--- src/rtl/jump_unit_ras_if.sv ---
// Request/response bundle for the jump resolution unit.
// master = requester side, slave = the unit itself.
interface jump_unit_ras_if #(
    parameter int PC_W      = 32,
    parameter int RAS_DEPTH = 4
);
    localparam int CNT_W = $clog2(RAS_DEPTH) + 1;

    logic             req_valid;
    logic             req_ready;
    logic [2:0]       op;
    logic [PC_W-1:0]  pc;
    logic [25:0]      addr;
    logic [15:0]      imm;
    logic [PC_W-1:0]  reg_addr;
    logic [4:0]       rs_idx;
    logic [4:0]       rd_idx;
    logic [31:0]      src_a;
    logic [31:0]      src_b;
    logic             resp_valid;
    logic             resp_ready;
    logic [PC_W-1:0]  pc_out;
    logic             taken;
    logic             link_we;
    logic [4:0]       link_idx;
    logic [PC_W-1:0]  link_data;
    logic             ras_pred;
    logic             ras_hit;
    logic             illegal;
    logic [CNT_W-1:0] ras_count;

    modport master (
        output req_valid, op, pc, addr, imm, reg_addr,
        output rs_idx, rd_idx, src_a, src_b, resp_ready,
        input  req_ready, resp_valid, pc_out, taken,
        input  link_we, link_idx, link_data,
        input  ras_pred, ras_hit, illegal, ras_count
    );

    modport slave (
        input  req_valid, op, pc, addr, imm, reg_addr,
        input  rs_idx, rd_idx, src_a, src_b, resp_ready,
        output req_ready, resp_valid, pc_out, taken,
        output link_we, link_idx, link_data,
        output ras_pred, ras_hit, illegal, ras_count
    );
endinterface

--- src/rtl/jump_unit_ras.sv ---
// Jump/branch resolution with registered next PC and
// a circular return-address stack for JR $ra prediction.
module jump_unit_ras #(
    parameter int PC_W      = 32,
    parameter int RAS_DEPTH = 4,
    parameter int LINK_REG  = 31
) (
    input logic            clk,
    input logic            rst_n,
    jump_unit_ras_if.slave bus
);
    localparam int PTR_W = $clog2(RAS_DEPTH);
    localparam int CNT_W = PTR_W + 1;
    localparam logic [4:0] LINK_IDX = 5'(LINK_REG);
    localparam logic [CNT_W-1:0] FULL = CNT_W'(RAS_DEPTH);

    typedef enum logic {IDLE, RESP} state_t;

    typedef struct packed {
        logic [PC_W-1:0] pc_out;
        logic            taken;
        logic            link_we;
        logic [4:0]      link_idx;
        logic [PC_W-1:0] link_data;
        logic            ras_pred;
        logic            ras_hit;
        logic            illegal;
    } result_t;

    state_t           state_q, state_d;
    result_t          res_q, res_d;
    logic             armed_q;
    logic [PC_W-1:0]  ras_q [RAS_DEPTH];
    logic [PTR_W-1:0] top_q, top_m1;
    logic [CNT_W-1:0] cnt_q;

    logic            accept, push, pop, pop_ok, eq;
    logic            op_j, op_jal, op_jr, op_jalr, op_beq, op_bne;
    logic [PC_W-1:0] pc1, j_tgt, br_tgt;

    assign op_j    = bus.op == 3'b000;
    assign op_jal  = bus.op == 3'b001;
    assign op_jr   = bus.op == 3'b010;
    assign op_jalr = bus.op == 3'b011;
    assign op_beq  = bus.op == 3'b100;
    assign op_bne  = bus.op == 3'b101;

    assign pc1    = bus.pc + PC_W'(1);
    assign j_tgt  = {bus.pc[PC_W-1:26], bus.addr};
    assign br_tgt = pc1 + {{(PC_W-16){bus.imm[15]}}, bus.imm};
    assign eq     = bus.src_a == bus.src_b;
    assign top_m1 = top_q - PTR_W'(1);

    // ready stays low until the first edge after reset release
    assign bus.req_ready  = armed_q && (state_q == IDLE);
    assign bus.resp_valid = state_q == RESP;
    assign accept = bus.req_valid && bus.req_ready;

    assign pop_ok = op_jr && (bus.rs_idx == LINK_IDX) && (cnt_q != '0);
    assign push   = accept && (op_jal || op_jalr);
    assign pop    = accept && pop_ok;

    always_comb begin
        state_d = state_q;
        case (state_q)
            IDLE:    if (accept) state_d = RESP;
            RESP:    if (bus.resp_ready) state_d = IDLE;
            default: state_d = IDLE;
        endcase
    end

    always_comb begin
        res_d = '0;
        res_d.pc_out = pc1;
        unique case (1'b1)
            op_j, op_jal: begin
                res_d.pc_out = j_tgt;
                res_d.taken  = 1'b1;
            end
            op_jr, op_jalr: begin
                res_d.pc_out = bus.reg_addr;
                res_d.taken  = 1'b1;
            end
            op_beq: begin
                res_d.taken = eq;
                if (eq) res_d.pc_out = br_tgt;
            end
            op_bne: begin
                res_d.taken = !eq;
                if (!eq) res_d.pc_out = br_tgt;
            end
            default: res_d.illegal = 1'b1;
        endcase
        if (op_jal || op_jalr) begin
            res_d.link_we   = 1'b1;
            res_d.link_idx  = op_jal ? LINK_IDX : bus.rd_idx;
            res_d.link_data = pc1;
        end
        if (pop_ok) begin
            res_d.ras_pred = 1'b1;
            res_d.ras_hit  = ras_q[top_m1] == bus.reg_addr;
        end
    end

    always_ff @(posedge clk or negedge rst_n) begin
        if (!rst_n) begin
            state_q <= IDLE;
            armed_q <= 1'b0;
            res_q   <= '0;
            top_q   <= '0;
            cnt_q   <= '0;
            for (int i = 0; i < RAS_DEPTH; i++) ras_q[i] <= '0;
        end else begin
            state_q <= state_d;
            armed_q <= 1'b1;
            if (accept) res_q <= res_d;
            // when full, top has wrapped onto the oldest slot
            if (push) begin
                ras_q[top_q] <= pc1;
                top_q <= top_q + PTR_W'(1);
                if (cnt_q != FULL) cnt_q <= cnt_q + CNT_W'(1);
            end else if (pop) begin
                top_q <= top_m1;
                cnt_q <= cnt_q - CNT_W'(1);
            end
        end
    end

    assign bus.pc_out    = res_q.pc_out;
    assign bus.taken     = res_q.taken;
    assign bus.link_we   = res_q.link_we;
    assign bus.link_idx  = res_q.link_idx;
    assign bus.link_data = res_q.link_data;
    assign bus.ras_pred  = res_q.ras_pred;
    assign bus.ras_hit   = res_q.ras_hit;
    assign bus.illegal   = res_q.illegal;
    assign bus.ras_count = cnt_q;
endmodule

--- src/flat_wrapper.sv ---
// flat-port wrapper written by rule: the top's interface ports become plain ports
module jump_unit_ras_flat 
#(
    parameter int PC_W      = 32,
    parameter int RAS_DEPTH = 4,
    parameter int LINK_REG  = 31
)
  (clk, rst_n, bus_req_valid, bus_op, bus_pc, bus_addr, bus_imm, bus_reg_addr, bus_rs_idx, bus_rd_idx, bus_src_a, bus_src_b, bus_resp_ready, bus_req_ready, bus_resp_valid, bus_pc_out, bus_taken, bus_link_we, bus_link_idx, bus_link_data, bus_ras_pred, bus_ras_hit, bus_illegal, bus_ras_count);
  jump_unit_ras_if #(.PC_W(PC_W), .RAS_DEPTH(RAS_DEPTH)) bus_i ();
  input logic clk;
  input logic rst_n;
  input wire logic [$bits(bus_i.req_valid)-1:0] bus_req_valid;
  input wire logic [$bits(bus_i.op)-1:0] bus_op;
  input wire logic [$bits(bus_i.pc)-1:0] bus_pc;
  input wire logic [$bits(bus_i.addr)-1:0] bus_addr;
  input wire logic [$bits(bus_i.imm)-1:0] bus_imm;
  input wire logic [$bits(bus_i.reg_addr)-1:0] bus_reg_addr;
  input wire logic [$bits(bus_i.rs_idx)-1:0] bus_rs_idx;
  input wire logic [$bits(bus_i.rd_idx)-1:0] bus_rd_idx;
  input wire logic [$bits(bus_i.src_a)-1:0] bus_src_a;
  input wire logic [$bits(bus_i.src_b)-1:0] bus_src_b;
  input wire logic [$bits(bus_i.resp_ready)-1:0] bus_resp_ready;
  output wire logic [$bits(bus_i.req_ready)-1:0] bus_req_ready;
  output wire logic [$bits(bus_i.resp_valid)-1:0] bus_resp_valid;
  output wire logic [$bits(bus_i.pc_out)-1:0] bus_pc_out;
  output wire logic [$bits(bus_i.taken)-1:0] bus_taken;
  output wire logic [$bits(bus_i.link_we)-1:0] bus_link_we;
  output wire logic [$bits(bus_i.link_idx)-1:0] bus_link_idx;
  output wire logic [$bits(bus_i.link_data)-1:0] bus_link_data;
  output wire logic [$bits(bus_i.ras_pred)-1:0] bus_ras_pred;
  output wire logic [$bits(bus_i.ras_hit)-1:0] bus_ras_hit;
  output wire logic [$bits(bus_i.illegal)-1:0] bus_illegal;
  output wire logic [$bits(bus_i.ras_count)-1:0] bus_ras_count;
  assign bus_i.req_valid = bus_req_valid;
  assign bus_i.op = bus_op;
  assign bus_i.pc = bus_pc;
  assign bus_i.addr = bus_addr;
  assign bus_i.imm = bus_imm;
  assign bus_i.reg_addr = bus_reg_addr;
  assign bus_i.rs_idx = bus_rs_idx;
  assign bus_i.rd_idx = bus_rd_idx;
  assign bus_i.src_a = bus_src_a;
  assign bus_i.src_b = bus_src_b;
  assign bus_i.resp_ready = bus_resp_ready;
  assign bus_req_ready = bus_i.req_ready;
  assign bus_resp_valid = bus_i.resp_valid;
  assign bus_pc_out = bus_i.pc_out;
  assign bus_taken = bus_i.taken;
  assign bus_link_we = bus_i.link_we;
  assign bus_link_idx = bus_i.link_idx;
  assign bus_link_data = bus_i.link_data;
  assign bus_ras_pred = bus_i.ras_pred;
  assign bus_ras_hit = bus_i.ras_hit;
  assign bus_illegal = bus_i.illegal;
  assign bus_ras_count = bus_i.ras_count;
  jump_unit_ras #(.PC_W(PC_W), .RAS_DEPTH(RAS_DEPTH), .LINK_REG(LINK_REG)) u_core (.clk(clk), .rst_n(rst_n), .bus(bus_i));
endmodule
--- config.mk ---
export PLATFORM = sky130hd
export DESIGN_NAME = jump_unit_ras_flat
export DESIGN_NICKNAME = d
export VERILOG_FILES = /design/src/rtl/jump_unit_ras_if.sv /design/src/rtl/jump_unit_ras.sv /design/src/flat_wrapper.sv
export SDC_FILE = /design/constraint.sdc
export NUM_CORES = 1
export LEC_CHECK = 0
export CAP_MARGIN = 10
export CORE_UTILIZATION = 52
export CTS_CLUSTER_DIAMETER = 50
export DETAILED_ROUTE_END_ITERATION = 10
export PLACE_DENSITY_LB_ADDON = 0.2
export SYNTH_ARGS = -nofsm -noshare
export SYNTH_HDL_FRONTEND = slang
export SYNTH_SLANG_ARGS = --single-unit
--- constraint.sdc ---
create_clock -name clk -period 3.5 [get_ports clk]
set_input_delay 1.05 -clock clk [delete_from_list [all_inputs] [get_ports clk]]
set_output_delay 1.05 -clock clk [all_outputs]
set_load 0.05 [all_outputs]
* Yosys cells after proc, flatten, opt, wreduce, memory -nomap -nowiden
Cells that the tools add are included.
** Storage, ports and cells
- Flip-flop bits (word level) :: 209
- Latch bits :: 0
- RAM bits :: 0
- Memory bits (read-only) :: 0
- Input bits :: 187
- Output and inout port bits :: 79
- Word-level logic and storage cells :: 75
- Memories :: 0
** Cells by class
- Add/sub/neg operators :: 6
- $mul :: 0
- Divide/modulo/power cells :: 0
- Magnitude comparators :: 3
- Eq/ne operators :: 10
- Shifts and indexed selects :: 0
- Mux-type cells :: 21
- Bitwise gates (word level) :: 3
- Reduce and logical (&&, ||, !) cells :: 16
** Operators by type and width (count)
- $mux W32 :: 5
- $pmux W33 S4 :: 1
- $bwmux W128 :: 1
- $bmux W32 S2 :: 1
- $demux W32 S2 :: 1
- $eq A32 B32 Y1 :: 2
- $mux W38 :: 1
- $add A32 B1 Y32 const B :: 1
- $add A32 B32 Y32 :: 1
- $mux W3 :: 3
- $logic_and A1 B1 Y1 :: 7
- $eq A3 B2 Y1 const B :: 2
- $eq A3 B3 Y1 const B :: 2
- $ge A3 B3 Y1 const B :: 2
- $mux W2 :: 3
- $not A2 Y3 :: 2
- $reduce_or A6 Y1 :: 1
- $eq A5 B5 Y1 const B :: 1
- $mux W5 :: 1
- $reduce_or A2 Y1 :: 2
- $add A3 B1 Y3 const B :: 1
- $eq A3 B1 Y1 const B :: 1
- $logic_not A3 Y1 :: 1
- $lt A3 B1 Y1 const B :: 1
- 13 further kinds :: 15

* Depth between registers and ports, before layout
Gate-level depths: netlist of run 1.
- Word-level depth :: 7
- Gate-level depth with buffers :: 17
- Depth with buffers taken out :: 16

* Worst setup path before layout of run 1
Ideal clock, no wire load.
- Path kind :: input port to flip-flop
- From :: input port bus_pc[0]
- To :: register u_core.res_q, in the netlist u_core.bus.pc_out[31]
- Setup time :: 121 ps
- Data arrival time :: 4084 ps
- Data required time :: 3379 ps
- Setup slack :: -705 ps
- Stages :: 15
- Buffers on the path :: 0
- Path through :: ha_1 -> nand2_1 -> nor4_1 -> nand4_1 -> xor2_1 -> inv_1 -> ha_1 -> a21oi_1 -> o21bai_1 -> a21o_1 -> a2111oi_1 -> a21oi_1 -> o31ai_1 -> xnor2_1 -> a22o_1
** Between the ends
- Word-level cells in the longest chain between the ends :: 4
- Elaborated cells on any way between the ends :: 5
- Those cells by class :: 2 x add/sub; 3 x mux
** Ends and longest elaborated chain
- start: declaration :: RTL line flat_wrapper.sv:14 : input wire logic [$bits(bus_i.pc)-1:0] bus_pc;
- $add A32 B1 Y32 * :: RTL line jump_unit_ras.sv:48 : assign pc1 = bus.pc + PC_W'(1);
- net u_core.pc1[16] :: RTL line jump_unit_ras.sv:39 : logic [PC_W-1:0] pc1, j_tgt, br_tgt;
- $add A32 B32 Y32 * :: RTL line jump_unit_ras.sv:50 : assign br_tgt = pc1 + {{(PC_W-16){bus.imm[15]}}, bus.imm};
- $mux W32, on equally long branches :: RTL line jump_unit_ras.sv:90, jump_unit_ras.sv:86
- $pmux W33 S4 * :: RTL line jump_unit_ras.sv:75 : unique case (1'b1)
- end signal: assignment :: RTL line jump_unit_ras.sv:116 : if (accept) res_q <= res_d;
- end: declaration :: RTL line jump_unit_ras.sv:31 : result_t res_q, res_d;
The timed path passes the listed nets; every way through them passes the cells marked *.
A chain may end at the register's enable or synchronous reset.

* Worst setup path after layout of run 1
- From :: input port bus_pc[4]
- To :: register u_core.res_q, in the netlist u_core.bus.pc_out[26]
The elaborated chain is that of the path after synthesis.

==> results of run 1 <==
per-layer routing:
metal	global-route usage (%)	vias up
met5	0	-
met2	62.82	688
met3	8.834	121
li1	-	5762
met4	12.42	0
met1	50.50	6205
final cells by class:
| type | instances | area, um2 |
|---|---|---|
| clock buffer | 34 | 730.7 |
| inverter | 44 | 165.2 |
| multi-input combinational | 1035 | 7584 |
| timing repair buffer | 521 | 4657 |
| fill | 1501 | 4553 |
| sequential | 209 | 5231 |
| tap | 319 | 399.1 |
| clock inverter | 13 | 152.6 |
power by group:
group | switching (mW) | internal, mW
sequential | 0.481 | 3.23
clock | 1.16 | 1.58
combinational | 2.56 | 2.08
worst max path at each step:
stage               depth (start not counted)       from               endpoint
finish                                     17  bus_pc[4]  u_core.bus.pc_out[26]
CTS                                        16  bus_pc[9]  u_core.bus.pc_out[21]
global placement                           16  bus_pc[9]  u_core.bus.pc_out[26]
detailed placement                         17  bus_pc[0]  u_core.bus.pc_out[30]
global route                               18  bus_pc[4]  u_core.bus.pc_out[22]
floorplan                                  16  bus_pc[9]  u_core.bus.pc_out[26]
cell usage in the layout, fill, tap and decap left out, types with 14 or more instances in the layout:
cell                              instances
sky130_fd_sc_hd__nand3_1                 24
sky130_fd_sc_hd__inv_1                   31
sky130_fd_sc_hd__ha_1                    25
sky130_fd_sc_hd__ha_4                    18
sky130_fd_sc_hd__xnor2_1                 75
sky130_fd_sc_hd__xnor2_2                 14
sky130_fd_sc_hd__clkbuf_16               26
sky130_fd_sc_hd__xor2_1                  24
sky130_fd_sc_hd__mux4_2                  32
sky130_fd_sc_hd__buf_4                  242
sky130_fd_sc_hd__o21ai_0                200
sky130_fd_sc_hd__a21oi_1                 62
sky130_fd_sc_hd__nor2_1                  59
sky130_fd_sc_hd__dfrtp_1                208
sky130_fd_sc_hd__clkdlybuf4s50_1        239
sky130_fd_sc_hd__nand4_1                 17
sky130_fd_sc_hd__nand2_1                233
through the flow:
| stage | setup TNS (ns) | hold WS, ns | utilization [%] | area [um2] | instances |
|---|---|---|---|---|---|
| 2_1_floorplan | -3.765 | 0.4446 | - | 12790 | 1358 |
| 3_3_place_gp | -24.15 | 0.4564 | 73.89 | 17340 | 2099 |
| 3_5_place_dp | -26.25 | 0.4660 | 73.89 | 17340 | 2099 |
| 4_1_cts | -0.6572 | 0.4792 | 78.91 | 18520 | 2162 |
| 5_1_grt | -2.265 | 0.4970 | 80.60 | 18920 | 2175 |
| 6_report | -0.7348 | 0.4777 | 80.60 | 18920 | 2175 |
cell families (layout without fill, tap and decap cells):
logic type,after synthesis,after routing
other cells,1,1
mux,38,38
flops,209,209
simple gates,428,428
compound gates,397,397
buf+inv,114,612
xor+xnor,125,125
fa+ha+maj,46,46
state kept, by name (all words and copies together) (netlist names):
name,cells
u_core.bus.link_we,1
u_core.bus.ras_count,3
u_core.bus.link_data,32
u_core.bus.ras_pred,1
u_core.bus.link_idx,5
u_core.bus.illegal,1
u_core.bus.pc_out,32
u_core.top_q,2
u_core.bus.ras_hit,1
u_core.bus.taken,1
u_core.bus.resp_valid,1
u_core.armed_q,1
u_core.ras_q,128
tightest hold or removal path, stage by stage (launching register included):
cell and delay (ns):
sky130_fd_sc_hd__dfrtp_1 0.34, sky130_fd_sc_hd__nand2_1 0.04, sky130_fd_sc_hd__o21ai_0 0.06
what timing repair did:
item,CTS,global route
gates resized for setup,109,85
hold endpoints to repair,0,0
pin swaps,53,61
setup endpoints to repair,26,19
setup buffers,16,13
==> impl.org, run 1 <==
** Outcome
- The run finished, with violations left.
- Violated checks :: negative setup slack

** STA
- Max_slew headroom :: 47.38%
- For the pin with the worst max-slew slack, the measured transition is 0.7836 ns.
- After layout, the minimum clock period comes to 3.632 ns.
- Worst-case setup margin in the final layout :: -0.1322 ns
- Setup repair after global routing could not meet its margin everywhere.
- The number of slew-limit violations in the final report is 0.
- Clock tree skew after final layout :: 0.01606 ns
- Based on the critical path, the design can be clocked at up to 275.3 MHz.
- The final critical path takes up 103.8% of the cycle.
- Final hold violations :: 0
- Setup violations remaining at the end of the flow were counted as 11.

** Worst setup path
- Worst Path Max Fanout :: 4
- Type of the setup path with the least slack :: in2reg
- On the worst path, the slowest cell contributes a delay of 0.39 ns.
- By instance count, the cell type seen most on the critical path is sky130_fd_sc_hd__buf_4.
- Measured in cells, the most critical reg-to-reg path has a length of 9.
- Startpoint of the most critical register-to-register path :: u_core.top_q[1]
- Worst path cell trace :: buf_4, nand4_4, buf_6, nor4_4, buf_4, nand3_4, xor2_2, inv_2, ha_4, a21o_1, a211oi_2, nand3_1, or3_4, a21oi_2, xnor2_1, a221oi_2, nor2_1
- Delay-heaviest family, CP :: simple AND/OR/NAND/NOR gates
- Data arrives at the worst endpoint at 4.06 ns.
- Setup slack on the worst reg-to-reg path comes out at 0.67 ns.
- R2r endpoint :: u_core.bus.ras_hit
- The worst setup path is launched from an input pin.
- Critical path required time :: 3.92 ns
- Among all stages on the critical path, the largest delay is contributed by sky130_fd_sc_hd__or3_4.
- Critical path buffer and inverter count :: 4
- The worst setup path is captured at a register.

** Job
- Number of max-capacitance violations reported :: 0

** Yosys
- For this run, the leading register cell type out of synthesis is sky130_fd_sc_hd__dfrtp_1.
- A synthesized cell averages 9.154 um2.
- After Yosys synthesis, XOR and XNOR cells account for 8.988% of the synthesized area.
- Post-Synth Simple-Gate Area :: 15.69%
- The biggest area contributor in the post-synthesis netlist is sky130_fd_sc_hd__dfrtp_1.
- The share of synthesized area in the top cell type comes to 42.07%.
- In this run, synthesis inferred 0 flip-flops with an integrated enable.
- sky130_fd_sc_hd__nand2_1 is the most common cell in the netlist.
- Share of cell area taken by muxes after synthesis :: 6.311%
- Counting every instance in the synthesized netlist gives 1358.
- Synth Net Count :: 1591
- Yosys synthesis warning count :: 0
- After synthesis the cells add up to 12430 um2.
- Post-synth top cells :: sky130_fd_sc_hd__nand2_1 (245), sky130_fd_sc_hd__dfrtp_1 (209), sky130_fd_sc_hd__o21ai_0 (209)
- Dominant combinational cell family by area after synthesis :: compound AO/OA/AOI/OAI gates
- Async S/R FF share, synth :: 100.0%
- Sequential elements use 42.07% of the synthesized area.
- Synth area leaders :: sky130_fd_sc_hd__dfrtp_1 (42%), sky130_fd_sc_hd__o21ai_0 (8.4%), sky130_fd_sc_hd__nand2_1 (7.4%), sky130_fd_sc_hd__xnor2_1 (6.1%), sky130_fd_sc_hd__mux4_2 (5.8%)
- The synthesized netlist devotes 18.64% of its cell area to compound gates.
- After synthesis, the netlist uses 76 different library cells.
- Number of synthesized register bits :: 209
- Arithmetic-cell share of the synthesized area counting full adders, half adders and majority gates :: 4.751%

** Worst hold path
- For hold timing, the worst endpoint is u_core.bus.taken.
- Start point of the worst hold path :: u_core.bus.taken
- The tightest min-delay check is of the reg2reg type.
- Counting instances, the worst hold path has a depth of 2.

** Route
- In the routed design, unresolved DRC markers number 0.
- Post-DR vias/cell :: 5.874
- First drt pass iteration count :: 5
- After detailed routing, the met3 layer carries 4677 um of wire.
- Count of antenna-violating nets left after detailed routing :: 0
- In the final routed layout, each cell accounts on average for 21.63 um.
- For this block, wires on met1 add up to 18680 um.
- The routed design has 47060 um of wire.
- Highest metal layer used by the detailed router :: met4
- DRT iter0 DRCs :: 1295
- Routed met2 length :: 22090 um
- Via total after detailed routing :: 12.78k

** Clock tree
- Master cell of the clock root buffer :: sky130_fd_sc_hd__clkbuf_16
- CTS built an H-tree with a depth of 1.
- Clock tree from TritonCTS :: done
- In this run, CTS created clock tree buffers numbering 26.
- Maximum number of buffers from clock root to sink :: 3
- Number of sinks on the clock net :: 209
- Worst-path clk slew :: 0.05 ns
- Hold buffers post-CTS :: 0
- At the later pin of the worst-skew pair, clock insertion delay measures 0.56 ns.

** Global routing
- The number of global-route vias before repair is 12.64k.
- First-pass GRT wire length :: 70320 um
- Maximum number of pins on one net before global-route repair :: 61
- Initial antenna violation count :: 1
- In the global route stage, overall resource usage came out at 38.40%.
- For this run the aggregate overflow at the end of global routing stands at 0.

** Floorplanning
- The die covers 24530 um2.
- In this run the vertical extent of the chip is 156.6 um.
- Cell Rows :: 56
- In this run the count of I/O pins placed on the die edge is 266.
- The initial utilization of the core area, before any placement, comes to 52.96%.
- Core ar. :: 23470 um2
- Die width :: 156.6 um

** Layout
- Final #Nets :: 2070
- Relative to the synthesized area, the layout overhead comes to 52.20%.
- Of the cells placed in the final design, the portion with a size suffix greater than 1 is 26.99%.
- ANT cells :: 0

** Power and ir drop
- Static Leakage :: 8.216 nW
- PD cells :: 585.7 nW/um2
- Power comes to 11.08 mW.
- The worst-case IR drop observed on VDD is 0.0008063 V.

** Place
- The HPWL after detailed placement is 34900 um.
- Timing analysis after detailed placement gives a worst setup slack of -1.194 ns.
- Routability-driven placement finished with a final weighted congestion of 0.9722.
- During placement, the flow inserted port buffers numbering 265.
(Power assumes the default switching activity.)
==> run 2, diff against run 1 <==
--- a/config.mk
+++ b/config.mk
@@ -9,7 +9,7 @@
 export CORE_UTILIZATION = 52
 export CTS_CLUSTER_DIAMETER = 50
 export DETAILED_ROUTE_END_ITERATION = 10
-export PLACE_DENSITY_LB_ADDON = 0.2
+export PLACE_DENSITY = 0.81
 export SYNTH_ARGS = -nofsm -noshare
 export SYNTH_HDL_FRONTEND = slang
 export SYNTH_SLANG_ARGS = --single-unit
==> run 2 against run 1 <==
  * Die area unchanged
  * The flow still finishes with violations (negative setup slack)
  * Highest routed layer unchanged
  * Sequential cell count unchanged
  * Largest power group unchanged
  * Critical path type unchanged
  * Design area up 2.3%
  * Maximum frequency down 8.3%
  * Setup slack worse by 0.33 ns
  * Non-clock buffer count up 33
  * Count of clock-buffer cells in the layout down 4
==> impl.org, run 2 (synthesis gave the netlist of run 1 again) <==
** Outcome
- Run status: complete, but fails checks (unchanged).
- Violated checks :: negative setup slack (unchanged)

** Floorplanning
- Die width :: 156.6 um (unchanged)
- Io pins :: 266 (unchanged)
- The placeable core region came to 23470 um2 (unchanged).
- Initial standard-cell utilization of the core :: 52.96% (unchanged)
- Cell Rows :: 56 (unchanged)
- The floorplan die height was 156.6 um (unchanged).
- The full die area came to 24530 um2 (unchanged).

** Place
- The half-perimeter wire length after placement was 35850 um (was 34900 um).
- Cell area after placement :: 17480 um2 (was 17340 um2)
- The number of I/O port buffers came to 265 (unchanged).
- Weighted congestion at the end of routability-driven global placement :: 0.9769 (was 0.9722)

** Layout
- Highest-count cells in the layout ignoring fill and taps: sky130_fd_sc_hd__buf_4 (271), sky130_fd_sc_hd__clkdlybuf4s50_1 (240), sky130_fd_sc_hd__nand2_1 (232) (was sky130_fd_sc_hd__buf_4 (242), sky130_fd_sc_hd__clkdlybuf4s50_1 (239), sky130_fd_sc_hd__nand2_1 (233)).
- The fraction of final layout cells with drive strength greater than 1 was 30.21% (was 26.99%).
- The area overhead of the layout relative to synthesis came to 55.77% (was 52.20%).
- The top register by number of flip-flops is u_core.ras_q (unchanged).
- Seq. cell area :: 5231 um2 (unchanged)
- The utilization of the core after routing was 82.49% (was 80.60%).
- Fill cell total of the finished layout :: 1381 (was 1501)
- ANT cells :: 0 (unchanged)
- The combined area of the multi-input logic cells is 7833 um2 (was 7584 um2).
- Final #Nets :: 2102 (was 2070)
- Largest register FFs :: 128 (unchanged)
- The final design instance area without fill came to 19360 um2 (was 18920 um2).
- Most common library cell in the layout ignoring fill and taps :: sky130_fd_sc_hd__buf_4 (unchanged)

** STA
- The measured slew at the worst slew-check pin was 0.9375 ns (was 0.7836 ns).
- The worst-case setup margin in the final layout came to -0.4623 ns (was -0.1322 ns).
- The number of setup violations in the final report came to 15 (was 11).
- The sum of negative setup slack was -3.759 ns (was -0.7348 ns).
- Setup repair after global routing missed its margin: yes (unchanged).
- The clock skew came to 0.02213 ns (was 0.01606 ns).
- Final hold violations :: 0 (unchanged)
- Post-layout minimum cycle time :: 3.962 ns (was 3.632 ns)
- Pins Over Slew Limit :: 0 (unchanged)
- Portion of the clock cycle consumed by the worst path in the final layout :: 113.2% (was 103.8%)
- Highest clock rate :: 252.4 MHz (was 275.3 MHz)
- Max_slew headroom :: 37.27% (was 47.38%)

** Power and ir drop
- Static Leakage :: 8.412 nW (was 8.216 nW)
- The combinational group share of total power was 44.3% (was 41.9%).
- Worst supply voltage drop on vdd :: 0.0007391 V (was 0.0008063 V)
- The power density relative to cell area came to 594.0 nW/um2 (was 585.7 nW/um2).
- The clock group share of total power came to 22.8% (was 24.7%).
- Total power of the final layout :: 11.50 mW (was 11.08 mW)
- Internal power component :: 6.941 mW (was 6.886 mW)
- The switching power is 4.561 mW (was 4.195 mW).
- Switching power share of the total :: 39.65% (was 37.86%)
- Part of the power in registers :: 32.8% (was 33.5%)

** Clock tree
- The latest clock arrival within the worst-skew pair is 0.54 ns (was 0.56 ns).
- The clock-pin slew on the worst setup and hold paths came to 0.06 ns (was 0.05 ns).
- H-Tree Depth :: 1 (unchanged)
- The number of CTS-inserted buffers was 25 (was 26).
- The clock root buffer master is sky130_fd_sc_hd__clkbuf_16 (unchanged).
- Maximum number of buffers from clock root to sink :: 3 (unchanged)
- Clock tree from TritonCTS :: done (unchanged)
- Number of sinks on the clock net :: 209 (unchanged)

** Worst setup path
- Cell repeated most along the worst path :: sky130_fd_sc_hd__buf_4 (unchanged)
- The largest fanout of any net on the critical path is 5 (was 4).
- The worst reg-to-reg setup slack came to 0.34 ns (was 0.67 ns).
- The critical-path cell with the highest stage delay was sky130_fd_sc_hd__or3_4 (unchanged).
- The start point of the critical path was bus_pc[13] (was bus_pc[4]).
- The gate family responsible for the most delay along the worst path is simple AND/OR/NAND/NOR gates (unchanged).
- Type of the setup path with the least slack :: in2reg (unchanged)
- Worst path cell trace: buf_2, and4_4, nand4_1, buf_4, nor4_4, buf_4, nand3_1, xor2_1, inv_1, ha_4, nand2_4, or3_4, a21oi_4, o31ai_4, xnor2_1, a22o_1 (was buf_4, nand4_4, buf_6, nor4_4, buf_4, nand3_4, xor2_2, inv_2, ha_4, a21o_1, a211oi_2, nand3_1, or3_4, a21oi_2, xnor2_1, a221oi_2, nor2_1).
- The number of cell instances on the worst register-to-register path is 9 (unchanged).
- Cell count along the critical path :: 16 (was 17)
- Critical path buffer and inverter count :: 4 (unchanged)
- Startpoint of the most critical register-to-register path :: u_core.top_q[0] (was u_core.top_q[1])
- Critical path required time :: 3.91 ns (was 3.92 ns)
- Data arrival, critical path :: 4.38 ns (was 4.06 ns)
- The startpoint kind of the worst setup timing path is an input pin (unchanged).
- The kind of capture point of the worst setup path is a register (unchanged).
- R2r endpoint :: u_core.bus.ras_hit (unchanged)
- The largest stage delay on the critical path came to 0.39 ns (about the same).
- Crit path capture :: u_core.bus.pc_out[31] (was u_core.bus.pc_out[26])

** Global routing
- The initial antenna violation count came to 0 (was 1).
- The number of global-route vias before repair is 13.50k (was 12.64k).
- The total global routing track utilization is 41.78% (was 38.40%).
- The largest net degree at the start of global routing was 68 (was 61).
- The residual overflow from global routing is 0 (unchanged).
- The first-pass GRT wire length is 76200 um (was 70320 um).

** Job
- Number of max-capacitance violations reported :: 0 (unchanged)

** Worst hold path
- Worst min-delay path class :: reg2reg (unchanged)
- Depth of the worst hold-timing path :: 2 (unchanged)

** Route
- The number of search-and-repair iterations in the first detailed-routing pass was 6 (was 5).
- The via density per instance is 6.270 (was 5.874).
- The vias after detailed routing is 13.83k (was 12.78k).
- Average detailed-routed wire length per instance :: 24.43 um (was 21.63 um)
- The violation count after the first detailed-routing iteration is 1719 (was 1295).
- The number of design rule violations left after detail routing is 0 (unchanged).
- Count of antenna-violating nets left after detailed routing :: 0 (unchanged)
- The final wirelength is 53900 um (was 47060 um).
==> run 2: changes by cell type in the layout (fill, tap and decap cells not counted), moves of 4 or more <==
cell                       change
sky130_fd_sc_hd__buf_4        +29
sky130_fd_sc_hd__buf_2         +9
sky130_fd_sc_hd__clkbuf_2      -8
sky130_fd_sc_hd__a21oi_1       -7
sky130_fd_sc_hd__nor2_1        -6
sky130_fd_sc_hd__a21oi_2       +5
sky130_fd_sc_hd__ha_4          +5
sky130_fd_sc_hd__ha_1          -4
sky130_fd_sc_hd__nand2_4       +4
sky130_fd_sc_hd__nor2_2        +4
==> run 2: power by group through the flow <==
stage / clock, mW / combinational, mW / sequential [mW]
after floorplan: 0 / 2.29 / 4.13
final: 2.63 / 5.10 / 3.78
after CTS: 2.60 / 4.73 / 3.69
after global routing: 2.71 / 5.35 / 3.83
after detailed placement: 0 / 4.60 / 3.72
after global placement: 0 / 4.45 / 3.65
==> run 2: area by class of cell <==
cell class / instances / area share [%]
Clock inverter: 15 / 0.7819
Clock buffer: 30 / 3.534
Timing Repair Buffer: 554 / 25.30
Inverter: 44 / 0.8529
Multi-Input combinational cell: 1035 / 40.45
Tap cell: 319 / 2.061
Sequential cell: 209 / 27.02
==> run 2: worst min-delay path by stage <==
| stage | start | endpoint |
|---|---|---|
| after floorplan | u_core.ras_q[64] | u_core.ras_q[64] |
| after detailed placement | u_core.bus.link_we | u_core.bus.link_we |
| after global routing | u_core.ras_q[125] | u_core.ras_q[125] |
| after CTS | u_core.bus.link_we | u_core.bus.link_we |
| after global placement | u_core.ras_q[21] | u_core.ras_q[21] |
| final | u_core.ras_q[100] | u_core.ras_q[100] |
==> run 2: layer usage <==
| metal | wire length [um] | global-route usage [%] |
|---|---|---|
| met1 | 19500 | 53.42 |
| met3 | 6623 | 8.917 |
| met2 | 23530 | 64.58 |
| met5 | 0 | 0 |
| met4 | 4245 | 26.98 |
==> run 2: worst min-delay path, cell delays in order (launching register included) <==
cell                      delay, ns
sky130_fd_sc_hd__dfrtp_1       0.34
sky130_fd_sc_hd__nand2_1       0.04
sky130_fd_sc_hd__o21ai_0       0.06
==> run 2: metrics by stage <==
step	instances	setup WS, ns	hold WS, ns
after floorplan	1358	-0.4489	0.4446
after global placement	2118	-1.118	0.4569
after detailed placement	2118	-1.208	0.4626
after CTS	2192	-0.1106	0.4775
after global routing	2206	-0.5026	0.4899
final	2206	-0.4623	0.4751
==> run 2: timing repair <==
action,4_1_cts,5_1_grt
resized for setup,168,84
endpoints found under the setup margin,27,23
pin swaps,56,54
setup buffers,29,14
hold buffers,0,0
